<file path="config.mk">
export PLATFORM = sky130hd
export DESIGN_NAME = pixel_plotter
export DESIGN_NICKNAME = d
export VERILOG_FILES = /design/src/rtl/gfx_pkg.sv /design/src/rtl/pix_fifo.sv /design/src/rtl/pixel_plotter.sv
export SDC_FILE = /design/constraint.sdc
export NUM_CORES = 1
export LEC_CHECK = 0
export CAP_MARGIN = 20
export CORE_MARGIN = 10
export CORE_UTILIZATION = 60
export DETAILED_ROUTE_END_ITERATION = 8
export PLACE_DENSITY = 0.83
export SLEW_MARGIN = 10
export SYNTH_ARGS = -nofsm -noshare
export SYNTH_HDL_FRONTEND = slang
export SYNTH_SLANG_ARGS = --single-unit
</file>
<file path="constraint.sdc">
create_clock -name clk -period 6.5 [get_ports clk]
set_clock_uncertainty 0.2 [all_clocks]
set_input_delay 1.3 -clock clk [delete_from_list [all_inputs] [get_ports clk]]
set_output_delay 1.3 -clock clk [all_outputs]
set_load 0.01 [all_outputs]
</file>
<file path="src/rtl/gfx_pkg.sv">
// Shared graphics definitions: draw modes, canvas defaults, pixel FIFO entry
// layout and the pixel-to-framebuffer address helpers.
package gfx_pkg;

    localparam logic [1:0] MODE_SET = 2'd0;
    localparam logic [1:0] MODE_CLR = 2'd1;
    localparam logic [1:0] MODE_XOR = 2'd2;
    localparam logic [1:0] MODE_NOP = 2'd3;

    localparam int CANVAS_W_DEF   = 64;
    localparam int CANVAS_H_DEF   = 64;
    localparam int FIFO_DEPTH_DEF = 16;
    localparam int ADDR_W_DEF     = 9;

    localparam int ENTRY_W = 18;

    typedef struct packed {
        logic [7:0] x;
        logic [7:0] y;
        logic [1:0] mode;
    } pix_entry_t;

    // Byte address of a pixel in a 1-bpp row-major framebuffer. The multiply
    // is by a constant, so it reduces to a shift when the row is 2^n bytes.
    function automatic logic [15:0] byte_addr(input logic [7:0]  x,
                                              input logic [7:0]  y,
                                              input logic [15:0] bytes_per_row);
        byte_addr = ({8'd0, y} * bytes_per_row) + {11'd0, x[7:3]};
    endfunction

    // One-hot bit select inside a framebuffer byte.
    function automatic logic [7:0] bit_mask(input logic [2:0] bit_idx);
        bit_mask = 8'd1 << bit_idx;
    endfunction

endpackage

</file>
<file path="src/rtl/pix_fifo.sv">
// Synchronous first-word-fall-through FIFO for queued pixels. The head entry
// is visible on head_o whenever empty_o is low. A push while full is accepted
// only when a pop happens on the same edge.
module pix_fifo #(
    parameter int DEPTH = 16,
    parameter int WIDTH = 18,
    localparam int PTR_W = $clog2(DEPTH),
    localparam int CNT_W = PTR_W + 1
) (
    input  logic             clk,
    input  logic             rst_n,
    input  logic             push_i,
    input  logic             pop_i,
    input  logic [WIDTH-1:0] data_i,
    output logic [WIDTH-1:0] head_o,
    output logic             full_o,
    output logic             empty_o,
    output logic [CNT_W-1:0] count_o
);

    logic [WIDTH-1:0] mem_q [DEPTH];
    logic [PTR_W-1:0] wr_ptr_q;
    logic [PTR_W-1:0] rd_ptr_q;
    logic [CNT_W-1:0] count_q;
    logic             do_push_s;
    logic             do_pop_s;

    assign full_o    = (count_q == CNT_W'(DEPTH));
    assign empty_o   = (count_q == CNT_W'(0));
    assign count_o   = count_q;
    assign head_o    = mem_q[rd_ptr_q];
    assign do_pop_s  = pop_i && !empty_o;
    assign do_push_s = push_i && (!full_o || do_pop_s);

    // Storage, pointers and occupancy; everything is cleared on reset.
    always_ff @(posedge clk or negedge rst_n) begin
        if (!rst_n) begin
            for (int i = 0; i < DEPTH; i++) begin
                mem_q[i] <= '0;
            end
            wr_ptr_q <= '0;
            rd_ptr_q <= '0;
            count_q  <= '0;
        end else begin
            if (do_push_s) begin
                mem_q[wr_ptr_q] <= data_i;
                wr_ptr_q        <= wr_ptr_q + PTR_W'(1);
            end
            if (do_pop_s) begin
                rd_ptr_q <= rd_ptr_q + PTR_W'(1);
            end
            case ({do_push_s, do_pop_s})
                2'b10:   count_q <= count_q + CNT_W'(1);
                2'b01:   count_q <= count_q - CNT_W'(1);
                default: count_q <= count_q;
            endcase
        end
    end

endmodule

</file>
<file path="src/rtl/pixel_plotter.sv">
// Pixel sink: queues drawing-engine pixels, clips them to the canvas and
// writes them into a 1-bpp byte-wide framebuffer over a req/gnt port.
// Set/clear are masked writes (same-byte followers merge while waiting for
// the grant); XOR is a read-modify-write.
module pixel_plotter
    import gfx_pkg::*;
#(
    parameter int CANVAS_W   = 64,
    parameter int CANVAS_H   = 64,
    parameter int FIFO_DEPTH = 16,
    parameter int ADDR_W     = 9
) (
    input  logic              clk,
    input  logic              rst_n,
    input  logic              pix_valid,
    input  logic [7:0]        pix_x,
    input  logic [7:0]        pix_y,
    input  logic [1:0]        draw_mode,
    input  logic              clr_ovf,
    output logic              mem_req,
    output logic              mem_we,
    output logic [ADDR_W-1:0] mem_addr,
    output logic [7:0]        mem_wdata,
    output logic [7:0]        mem_wmask,
    input  logic              mem_gnt,
    input  logic [7:0]        mem_rdata,
    output logic              busy,
    output logic              ovf
);

    localparam int CNT_W = $clog2(FIFO_DEPTH) + 1;

    localparam logic [1:0] ST_IDLE  = 2'd0;
    localparam logic [1:0] ST_RD    = 2'd1;
    localparam logic [1:0] ST_RWAIT = 2'd2;
    localparam logic [1:0] ST_WR    = 2'd3;

    logic [ENTRY_W-1:0] fifo_head_s;
    logic               fifo_full_s;
    logic               fifo_empty_s;
    logic [CNT_W-1:0]   fifo_cnt_s;
    pix_entry_t         head_s;
    logic               head_clip_s;
    logic [ADDR_W-1:0]  head_addr_s;
    logic [7:0]         head_bit_s;
    logic               pop_s;
    logic               push_ok_s;
    logic               drop_s;
    logic               fifo_busy_next_s;

    logic [1:0]        state_q, state_d;
    logic              req_q, req_d;
    logic              we_q, we_d;
    logic [ADDR_W-1:0] addr_q, addr_d;
    logic [7:0]        wdata_q, wdata_d;
    logic [7:0]        wmask_q, wmask_d;
    logic [7:0]        bit_q, bit_d;
    logic [1:0]        mode_q, mode_d;
    logic              busy_q, busy_d;
    logic              ovf_q, ovf_d;

    pix_fifo #(
        .DEPTH (FIFO_DEPTH),
        .WIDTH (ENTRY_W)
    ) u_fifo (
        .clk     (clk),
        .rst_n   (rst_n),
        .push_i  (pix_valid),
        .pop_i   (pop_s),
        .data_i  ({pix_x, pix_y, draw_mode}),
        .head_o  (fifo_head_s),
        .full_o  (fifo_full_s),
        .empty_o (fifo_empty_s),
        .count_o (fifo_cnt_s)
    );

    assign head_s      = pix_entry_t'(fifo_head_s);
    assign head_clip_s = ({1'b0, head_s.x} >= 9'(CANVAS_W)) ||
                         ({1'b0, head_s.y} >= 9'(CANVAS_H)) ||
                         (head_s.mode == MODE_NOP);
    assign head_addr_s = ADDR_W'(byte_addr(head_s.x, head_s.y, 16'(CANVAS_W / 8)));
    assign head_bit_s  = bit_mask(head_s.x[2:0]);

    // A full FIFO still takes a pixel when the FSM pops on the same edge.
    assign push_ok_s = pix_valid && (!fifo_full_s || pop_s);
    assign drop_s    = pix_valid && fifo_full_s && !pop_s;

    // Whether the FIFO will hold anything after this edge.
    assign fifo_busy_next_s = push_ok_s ||
                              (fifo_cnt_s > CNT_W'(1)) ||
                              ((fifo_cnt_s == CNT_W'(1)) && !pop_s);

    // Access sequencer: pop/clip in IDLE, read-modify-write for XOR, and
    // merging of same-byte same-mode set/clear pixels while a write waits.
    always_comb begin
        state_d = state_q;
        req_d   = req_q;
        we_d    = we_q;
        addr_d  = addr_q;
        wdata_d = wdata_q;
        wmask_d = wmask_q;
        bit_d   = bit_q;
        mode_d  = mode_q;
        pop_s   = 1'b0;
        case (state_q)
            ST_IDLE: begin
                if (!fifo_empty_s) begin
                    pop_s = 1'b1;
                    if (head_clip_s) begin
                        state_d = ST_IDLE;
                    end else begin
                        addr_d = head_addr_s;
                        bit_d  = head_bit_s;
                        mode_d = head_s.mode;
                        req_d  = 1'b1;
                        if (head_s.mode == MODE_XOR) begin
                            state_d = ST_RD;
                            we_d    = 1'b0;
                            wdata_d = 8'h00;
                            wmask_d = 8'h00;
                        end else begin
                            state_d = ST_WR;
                            we_d    = 1'b1;
                            wmask_d = head_bit_s;
                            wdata_d = (head_s.mode == MODE_SET) ? 8'hFF : 8'h00;
                        end
                    end
                end else begin
                    state_d = ST_IDLE;
                end
            end
            ST_RD: begin
                if (mem_gnt) begin
                    state_d = ST_RWAIT;
                    req_d   = 1'b0;
                end else begin
                    state_d = ST_RD;
                end
            end
            ST_RWAIT: begin
                state_d = ST_WR;
                req_d   = 1'b1;
                we_d    = 1'b1;
                wmask_d = bit_q;
                wdata_d = ~mem_rdata;
            end
            ST_WR: begin
                if (mem_gnt) begin
                    state_d = ST_IDLE;
                    req_d   = 1'b0;
                    we_d    = 1'b0;
                end else if ((mode_q != MODE_XOR) && !fifo_empty_s && !head_clip_s &&
                             (head_s.mode == mode_q) && (head_addr_s == addr_q)) begin
                    pop_s   = 1'b1;
                    wmask_d = wmask_q | head_bit_s;
                end else begin
                    state_d = ST_WR;
                end
            end
            default: begin
                state_d = ST_IDLE;
                req_d   = 1'b0;
                we_d    = 1'b0;
            end
        endcase
    end

    // Status flags: busy looks ahead one edge, ovf is sticky with drop priority.
    always_comb begin
        busy_d = fifo_busy_next_s || (state_d != ST_IDLE);
        if (drop_s) begin
            ovf_d = 1'b1;
        end else if (clr_ovf) begin
            ovf_d = 1'b0;
        end else begin
            ovf_d = ovf_q;
        end
    end

    // State and registered outputs; reset abandons any in-flight access.
    always_ff @(posedge clk or negedge rst_n) begin
        if (!rst_n) begin
            state_q <= ST_IDLE;
            req_q   <= 1'b0;
            we_q    <= 1'b0;
            addr_q  <= '0;
            wdata_q <= 8'h00;
            wmask_q <= 8'h00;
            bit_q   <= 8'h00;
            mode_q  <= MODE_SET;
            busy_q  <= 1'b0;
            ovf_q   <= 1'b0;
        end else begin
            state_q <= state_d;
            req_q   <= req_d;
            we_q    <= we_d;
            addr_q  <= addr_d;
            wdata_q <= wdata_d;
            wmask_q <= wmask_d;
            bit_q   <= bit_d;
            mode_q  <= mode_d;
            busy_q  <= busy_d;
            ovf_q   <= ovf_d;
        end
    end

    assign mem_req   = req_q;
    assign mem_we    = we_q;
    assign mem_addr  = addr_q;
    assign mem_wdata = wdata_q;
    assign mem_wmask = wmask_q;
    assign busy      = busy_q;
    assign ovf       = ovf_q;

endmodule

</file>
==> flow_summary_export.csv, run 1 <==
group,metric,value,unit
status,run_status,"finished, final reports clean",
clock_tree,cts_h_tree_lvls,2,
finish,multiInputGateArea,0.00693,sq mm
synth,fraction_of_the_yosys_area_taken_by_sequential_cells,0.524,
clock_tree,cts-buffers-inserted,35,
synth,yosys_register_bits,342,
routing,totalWireLength,44600,um
finish,antenna_fix_cells,0,
die,dieArea,0.0342,sq mm
run,max-cap-violations,0,
routing,first_iter_violations,1453,
global_route,grt_first_pass_wirelength,70300,um
pwr,swShare,0.390,
synth,post_synthesis_compound_gate_area_fraction,0.224,
global_route,globalRouteTotalUtil,0.264,
clock_tree,post_cts.resized_instances,0,
placed_design,routabilityCongestion,0.864,
pwr,p_leak,7.30,nW
pwr,power_dissipated_by_switching_net_loads,0.00417,W
pwr,cellInternalPower,0.00651,W
sta,drv_slew,0,
synth,synth_cell_types,69,
sta,relSlewSlack,0.297,
placed_design,numPortBuffers,59,
hold_path,worst_min_delay_path_startpoint,"u_fifo.mem_q[5]",
setup_path,worst_ep_arrival_time,5.91,ns
sta,max_freq,0.175,GHz
clock_tree,clock_latency,0.53,ns
pwr,power.share.sequential,0.363,
clock_tree,clock_tree.root_cell,"clkbuf_16",
clock_tree,numClockSinks,342,
synth,synth_top_family_by_area,"compound AO/OA/AOI/OAI gates",
sta,worst_hold_slack,0.282,ns
setup_path,rr_startpoint,"u_fifo.rd_ptr_q[0]",
placed_design,placement.cell_area,0.0168,sq mm
sta,worst-slew-pin-transition,1.05,ns
sta,rsz_0062_raised_after_global_routing,"no",
die,die_width,185,um
global_route,number_of_antenna_violations_at_the_first_check_in_global_routing,0,
finish,num-fill-cells,1829,
finish,layout-drive-gt1-share,0.148,
global_route,grt_remaining_overflow,0,
synth,synth-simple-area-share,0.0618,
synth,fraction_of_the_mapped_netlist_area_in_adder_cells,0.0127,
synth,synth.area.mux_share,0.114,
clock_tree,cts_tree,"done",
synth,synth_edf_count,0,
synth,synthesis.instances,1245,
synth,synth_nets,1292,
synth,synth_xor_xnor_area_share,0.0113,
global_route,via_count_of_the_first_global_routing_pass,11900,
sta,timing.final.crit_share,0.880,
clock_tree,path_clk_slew,0.06,ns
sta,fin_setup_tns,0,ns
die,placementRows,60,
setup_path,critical_path.max_fanout,40,
routing,dr_total_vias,11700,
pwr,clock_power_share,0.193,
pwr,vdd_drop_max,0.255,mV
clock_tree,cts_max_path_buffers,3,
global_route,grt_start_max_net_pins,155,
setup_path,data_required_time_of_the_critical_path,6.69,ns
sta,final_hold_viol_count,0,
clock_tree,number_of_hold_buffers_added_after_cts,0,
setup_path,crit_path_start,"u_fifo.rd_ptr_q[0]",
routing,first_pass_iteration_count_of_the_detailed_router,8,
sta,report.final.setup_viol,0,
pwr,power.combinational.fraction,0.444,
placed_design,post-dp-hpwl,25500,um
die,floorplan.core_area,0.0269,sq mm
die,start_util,0.608,
synth,syn-cell-area,0.0163,sq mm
synth,synth-warning-count,0,
finish,syn2layout_area_growth,10.0,%
routing,post_route_antenna_net_violation_count,0,
setup_path,setup.worst_path.start_class,"flip-flop",
finish,regArea,0.00856,sq mm
synth,synth-main-ff-cell,"dfrtp_1",
finish,final_net_count,1317,
setup_path,setup.worst_path.class,"reg2reg",
routing,detail_route.drc_violations,0,
finish,finish.instance_area,0.0180,sq mm
synth,syn_area_per_cell,13.1,sq um
hold_path,min_path_type,"reg2reg",
die,die_height,185,um
pwr,power_density,594,mW/mm^2
clock_tree,postCtsSetupRepairBufs,0,
routing,routed_via_density,7.12,
sta,finalWorstPathRequiredPeriod,5.72,ns
die,num_io_pins,60,
routing,detail_route.wl_per_cell,27.2,um
setup_path,crit_path_end_kind,"flip-flop",
synth,ys_async_sr_fraction,1.00,
[power groups by stage]
| stage | combinational, W | sequential (W) | clock, W |
|---|---|---|---|
| floorplan | 0.00364 | 0.00359 | 0 |
| global placement | 0.00448 | 0.00380 | 0 |
| detailed placement | 0.00466 | 0.00383 | 0 |
| CTS | 0.00469 | 0.00384 | 0.00207 |
| global route | 0.00510 | 0.00397 | 0.00216 |
| finish | 0.00474 | 0.00388 | 0.00206 |
[area by class of cell]
type / count / share of cell area
Sequential cell: 342 / 0.476
Multi-Input combinational cell: 784 / 0.385
Clock buffer: 52 / 0.0584
Timing Repair Buffer: 82 / 0.0436
Tap cell: 341 / 0.0237
Clock inverter: 12 / 0.00751
Inverter: 25 / 0.00522
[cell usage in the layout (no fill, tap or decap), drive strengths merged, types with 12 or more instances in the layout]
master         instances
buf                   24
mux2                  20
o2bb2ai              288
inv                   26
nand2b                12
o21ai                 43
xnor2                 12
a21oi                 26
clkbuf                52
nor3                  15
mux2i                 29
nand2                104
dfrtp                342
mux4                  59
nor2                  53
ha                    15
clkdlybuf4s50         58
[critical path: stages, from the launching register on]
cell	delay, ns
dfrtp_4	0.84
mux4_2	0.59
mux4_2	0.52
ha_1	0.25
fa_1	0.49
nor2b_1	0.18
mux2i_1	0.10
a32o_1	0.31
a2111oi_4	0.35
nand4_1	0.19
a21oi_1	0.60
ha_1	0.41
nor2b_1	0.11
a32oi_1	0.22
nor2_1	0.08
xor2_1	0.14
[synthesized netlist by cell type, drive strengths merged, types with 20 or more instances]
cell type,number,area share
dfrtp,342,0.52
o2bb2ai,288,0.16
nand2,104,0.024
buf,73,0.042
mux4,59,0.082
nor2,53,0.012
o21ai,43,0.024
mux2i,29,0.018
a21oi,26,0.0080
inv,25,0.0057
clkbuf,21,0.0048
mux2,20,0.014
[final timing paths]
| kind | to | slack, ns | cells after the start |
|---|---|---|---|
| max in group asynchronous | u_fifo.mem_q[66] | 3.96 | 2 |
| setup / recovery | u_fifo.count_o[4] | 0.78 | 15 |
| hold reg to reg | u_fifo.mem_q[5] | 0.28 | 1 |
| hold / removal | u_fifo.mem_q[5] | 0.28 | 1 |
| setup reg to reg | u_fifo.count_o[4] | 0.78 | 15 |
| min in group asynchronous | u_fifo.wr_ptr_q[2] | 0.68 | 1 |
[stage by stage]
stage	total power (W)	cells	setup WS [ns]	utilization
2_1_floorplan	0.00722	1245	0.730	-
3_3_place_gp	0.00828	1573	1.10	0.625
3_5_place_dp	0.00849	1573	0.938	0.625
4_1_cts	0.0106	1637	0.891	0.669
5_1_grt	0.0112	1638	0.562	0.669
6_report	0.0107	1638	0.783	0.669
[cells by family (layout without fill, tap and decap cells)]
group / after synthesis / after routing
AOI/OAI and AO/OA: 416 / 416
DFF: 342 / 342
and+or+nand+nor: 223 / 223
buffers and inverters: 119 / 171
muxes: 108 / 108
xor gates and xnor gates: 21 / 21
adders and majority gates: 16 / 16
[state kept, by name, indices dropped and copies added (netlist names)]
name	count
u_fifo.mem_q	288
mem_addr	9
bit_q	8
mem_wdata	8
mem_wmask	8
u_fifo.count_o	5
u_fifo.rd_ptr_q	4
u_fifo.wr_ptr_q	4
mode_q	2
state_q	2
busy	1
mem_req	1
mem_we	1
ovf	1
[per-layer routing]
metal,routed length (um),part of all wire,track usage
met1,16800,0.38,0.343
met4,2210,0.050,0.125
met3,5010,0.11,0.0633
met2,20500,0.46,0.412
met5,0,0,0
(Power assumes the default switching activity.)
==> run 2: changes to the inputs <==
--- a/config.mk
+++ b/config.mk
@@ -7,9 +7,9 @@
 export LEC_CHECK = 0
 export CAP_MARGIN = 20
 export CORE_MARGIN = 10
-export CORE_UTILIZATION = 60
+export CORE_UTILIZATION = 25
 export DETAILED_ROUTE_END_ITERATION = 8
-export PLACE_DENSITY = 0.83
+export PLACE_DENSITY = 0.43
 export SLEW_MARGIN = 10
 export SYNTH_ARGS = -nofsm -noshare
 export SYNTH_HDL_FRONTEND = slang
==> flow_summary_export.csv, run 2 (synthesis results as in run 1) <==
group,metric,value,unit
pwr,swShare,0.393,
finish,largest_register_ffs,288,
routing,detail_route.wl_per_cell,25.0,um
status,run_status,"finished, final reports clean",
hold_path,hold-path-endpoint,"u_fifo.mem_q[235]",
finish,layout.cells.most_common,"dfrtp_1",
pwr,cellInternalPower,0.00680,W
global_route,grt_start_max_net_pins,143,
setup_path,crit_path_end_kind,"flip-flop",
die,floorplan.core_area,0.0646,sq mm
pwr,vdd_drop_max,0.191,mV
sta,timing.final.crit_share,0.859,
setup_path,cp_cell_sequence,"buf_4 > mux4_2 > mux2_2 > o22ai_1 > xor2_1 > nor4b_1 > a31o_1 > and4_4 > buf_4 > o21ai_2 > buf_4 > o2bb2ai_1",
setup_path,critical_path.slowest_cell,"dfrtp_4",
placed_design,routabilityCongestion,0.761,
routing,wl_met3,2540,um
placed_design,post-dp-hpwl,31900,um
setup_path,critical_path_s_most_frequent_cell,"buf_4",
clock_tree,path_clk_slew,0.06,ns
routing,totalWireLength,54300,um
global_route,via_count_of_the_first_global_routing_pass,11900,
pwr,power_density,592,mW/mm^2
global_route,grt_first_pass_wirelength,82100,um
setup_path,path_delay_family,"buffers and inverters",
routing,detail_route.drc_violations,0,
finish,syn2layout_area_growth,15.7,%
finish,fin_util,0.293,
setup_path,rr_startpoint,"u_fifo.rd_ptr_q[0]",
clock_tree,cts_h_tree_lvls,2,
clock_tree,clock_tree.root_cell,"clkbuf_16",
routing,dr_total_vias,11200,
die,dieArea,0.0760,sq mm
routing,post_route_antenna_net_violation_count,0,
die,die_width,276,um
sta,relSlewSlack,0.285,
pwr,clock_power_share,0.214,
hold_path,min_path_type,"reg2reg",
setup_path,crit_path_max_incr_delay,0.76,ns
pwr,power.combinational.fraction,0.440,
setup_path,path_buf_inv,3,
sta,max_freq,0.179,GHz
global_route,globalRouteTotalUtil,0.144,
routing,routed_via_density,5.17,
clock_tree,cts-buffers-inserted,42,
sta,fin_setup_tns,0,ns
finish,top_register,"u_fifo.mem_q",
sta,final_hold_viol_count,0,
die,num_io_pins,60,
die,placementRows,93,
pwr,p_leak,7.45,nW
sta,worst-slew-pin-transition,1.04,ns
placed_design,numPortBuffers,59,
clock_tree,postCtsSetupRepairBufs,0,
finish,layout-drive-gt1-share,0.160,
hold_path,worst_min_delay_path_startpoint,"u_fifo.mem_q[235]",
setup_path,critical_path.max_fanout,45,
pwr,power_dissipated_by_switching_net_loads,0.00439,W
pwr,power.share.sequential,0.346,
clock_tree,post_cts.resized_instances,0,
sta,drv_slew,0,
setup_path,worst_ep_arrival_time,5.82,ns
routing,detail_route.wirelength.met1,25000,um
global_route,number_of_antenna_violations_at_the_first_check_in_global_routing,0,
routing,top_layer,"met4",
die,die_height,276,um
finish,final_net_count,1330,
run,max-cap-violations,0,
sta,finalWorstPathRequiredPeriod,5.58,ns
clock_tree,number_of_hold_buffers_added_after_cts,0,
clock_tree,cts_max_path_buffers,3,
global_route,grt_remaining_overflow,0,
clock_tree,numClockSinks,342,
routing,first_iter_violations,930,
clock_tree,cts_tree,"done",
setup_path,setup.worst_path.class,"reg2reg",
routing,wl_met2,25200,um
routing,first_pass_iteration_count_of_the_detailed_router,5,
setup_path,worst-r2r-cell-count,12,
die,start_util,0.253,
clock_tree,clock_latency,0.57,ns
hold_path,hold_depth,1,
setup_path,reg2reg_setup_slack,0.92,ns
setup_path,reg2reg_to,"u_fifo.mem_q[120]",
sta,rsz_0062_raised_after_global_routing,"no",
setup_path,data_required_time_of_the_critical_path,6.74,ns
sta,report.final.setup_viol,0,
finish,antenna_fix_cells,0,
finish,final_cell_mix,"dfrtp_1, o2bb2ai_1, nand2_1, clkdlybuf4s50_1, mux4_2",
setup_path,crit_path_start,"u_fifo.rd_ptr_q[0]",
setup_path,setup.worst_path.start_class,"flip-flop",
==> run 2: worst max path at each step <==
stage | endpoint | slack (ns) | cells after the start
after floorplan | u_fifo.count_o[4] | 0.73 | 25
after global placement | u_fifo.count_o[4] | 0.97 | 15
after detailed placement | u_fifo.mem_q[120] | 0.91 | 12
after CTS | u_fifo.mem_q[120] | 0.89 | 12
after global routing | u_fifo.count_o[4] | 0.61 | 14
final | u_fifo.mem_q[120] | 0.92 | 12
==> run 2: metal layers <==
metal | up-vias | GRT usage
met2 | 314 | 0.230
li1 | 4891 | -
met3 | 66 | 0.0222
met5 | - | 0
met4 | 0 | 0.0509
met1 | 5946 | 0.195
==> run 2: final cells by class <==
cell class / instances / area, sq um
Tap cell: 855 / 1070
Timing Repair Buffer: 88 / 838
Multi-Input combinational cell: 784 / 6940
Clock inverter: 11 / 134
Inverter: 25 / 93.8
Fill cell: 6511 / 45700
Sequential cell: 342 / 8570
Clock buffer: 65 / 1270
==> run 2: worst register-to-register path: stages, from the launching register on <==
cell       delay [ns]
dfrtp_4          0.76
buf_4            0.72
mux4_2           0.61
mux2_2           0.28
o22ai_1          0.54
xor2_1           0.19
nor4b_1          0.29
a31o_1           0.20
and4_4           0.60
buf_4            0.35
o21ai_2          0.26
buf_4            0.31
o2bb2ai_1        0.15
==> run 2: metrics by stage <==
stage	total power [W]	setup WS [ns]	hold WS [ns]	cells	instance area, sq um
floorplan	0.00722	0.730	0.248	1245	16300
global placement	0.00880	0.969	0.264	2094	17500
detailed placement	0.00882	0.906	0.268	2094	17500
CTS	0.0113	0.890	0.286	2170	18900
global route	0.0119	0.608	0.291	2170	18900
finish	0.0112	0.918	0.284	2170	18900
==> run 2: power by group through the flow <==
stage	combinational, W	sequential, W	clock, W
CTS	0.00497	0.00386	0.00246
detailed placement	0.00496	0.00387	0
floorplan	0.00364	0.00359	0
global placement	0.00491	0.00389	0
finish	0.00493	0.00387	0.00239
global route	0.00536	0.00399	0.00255
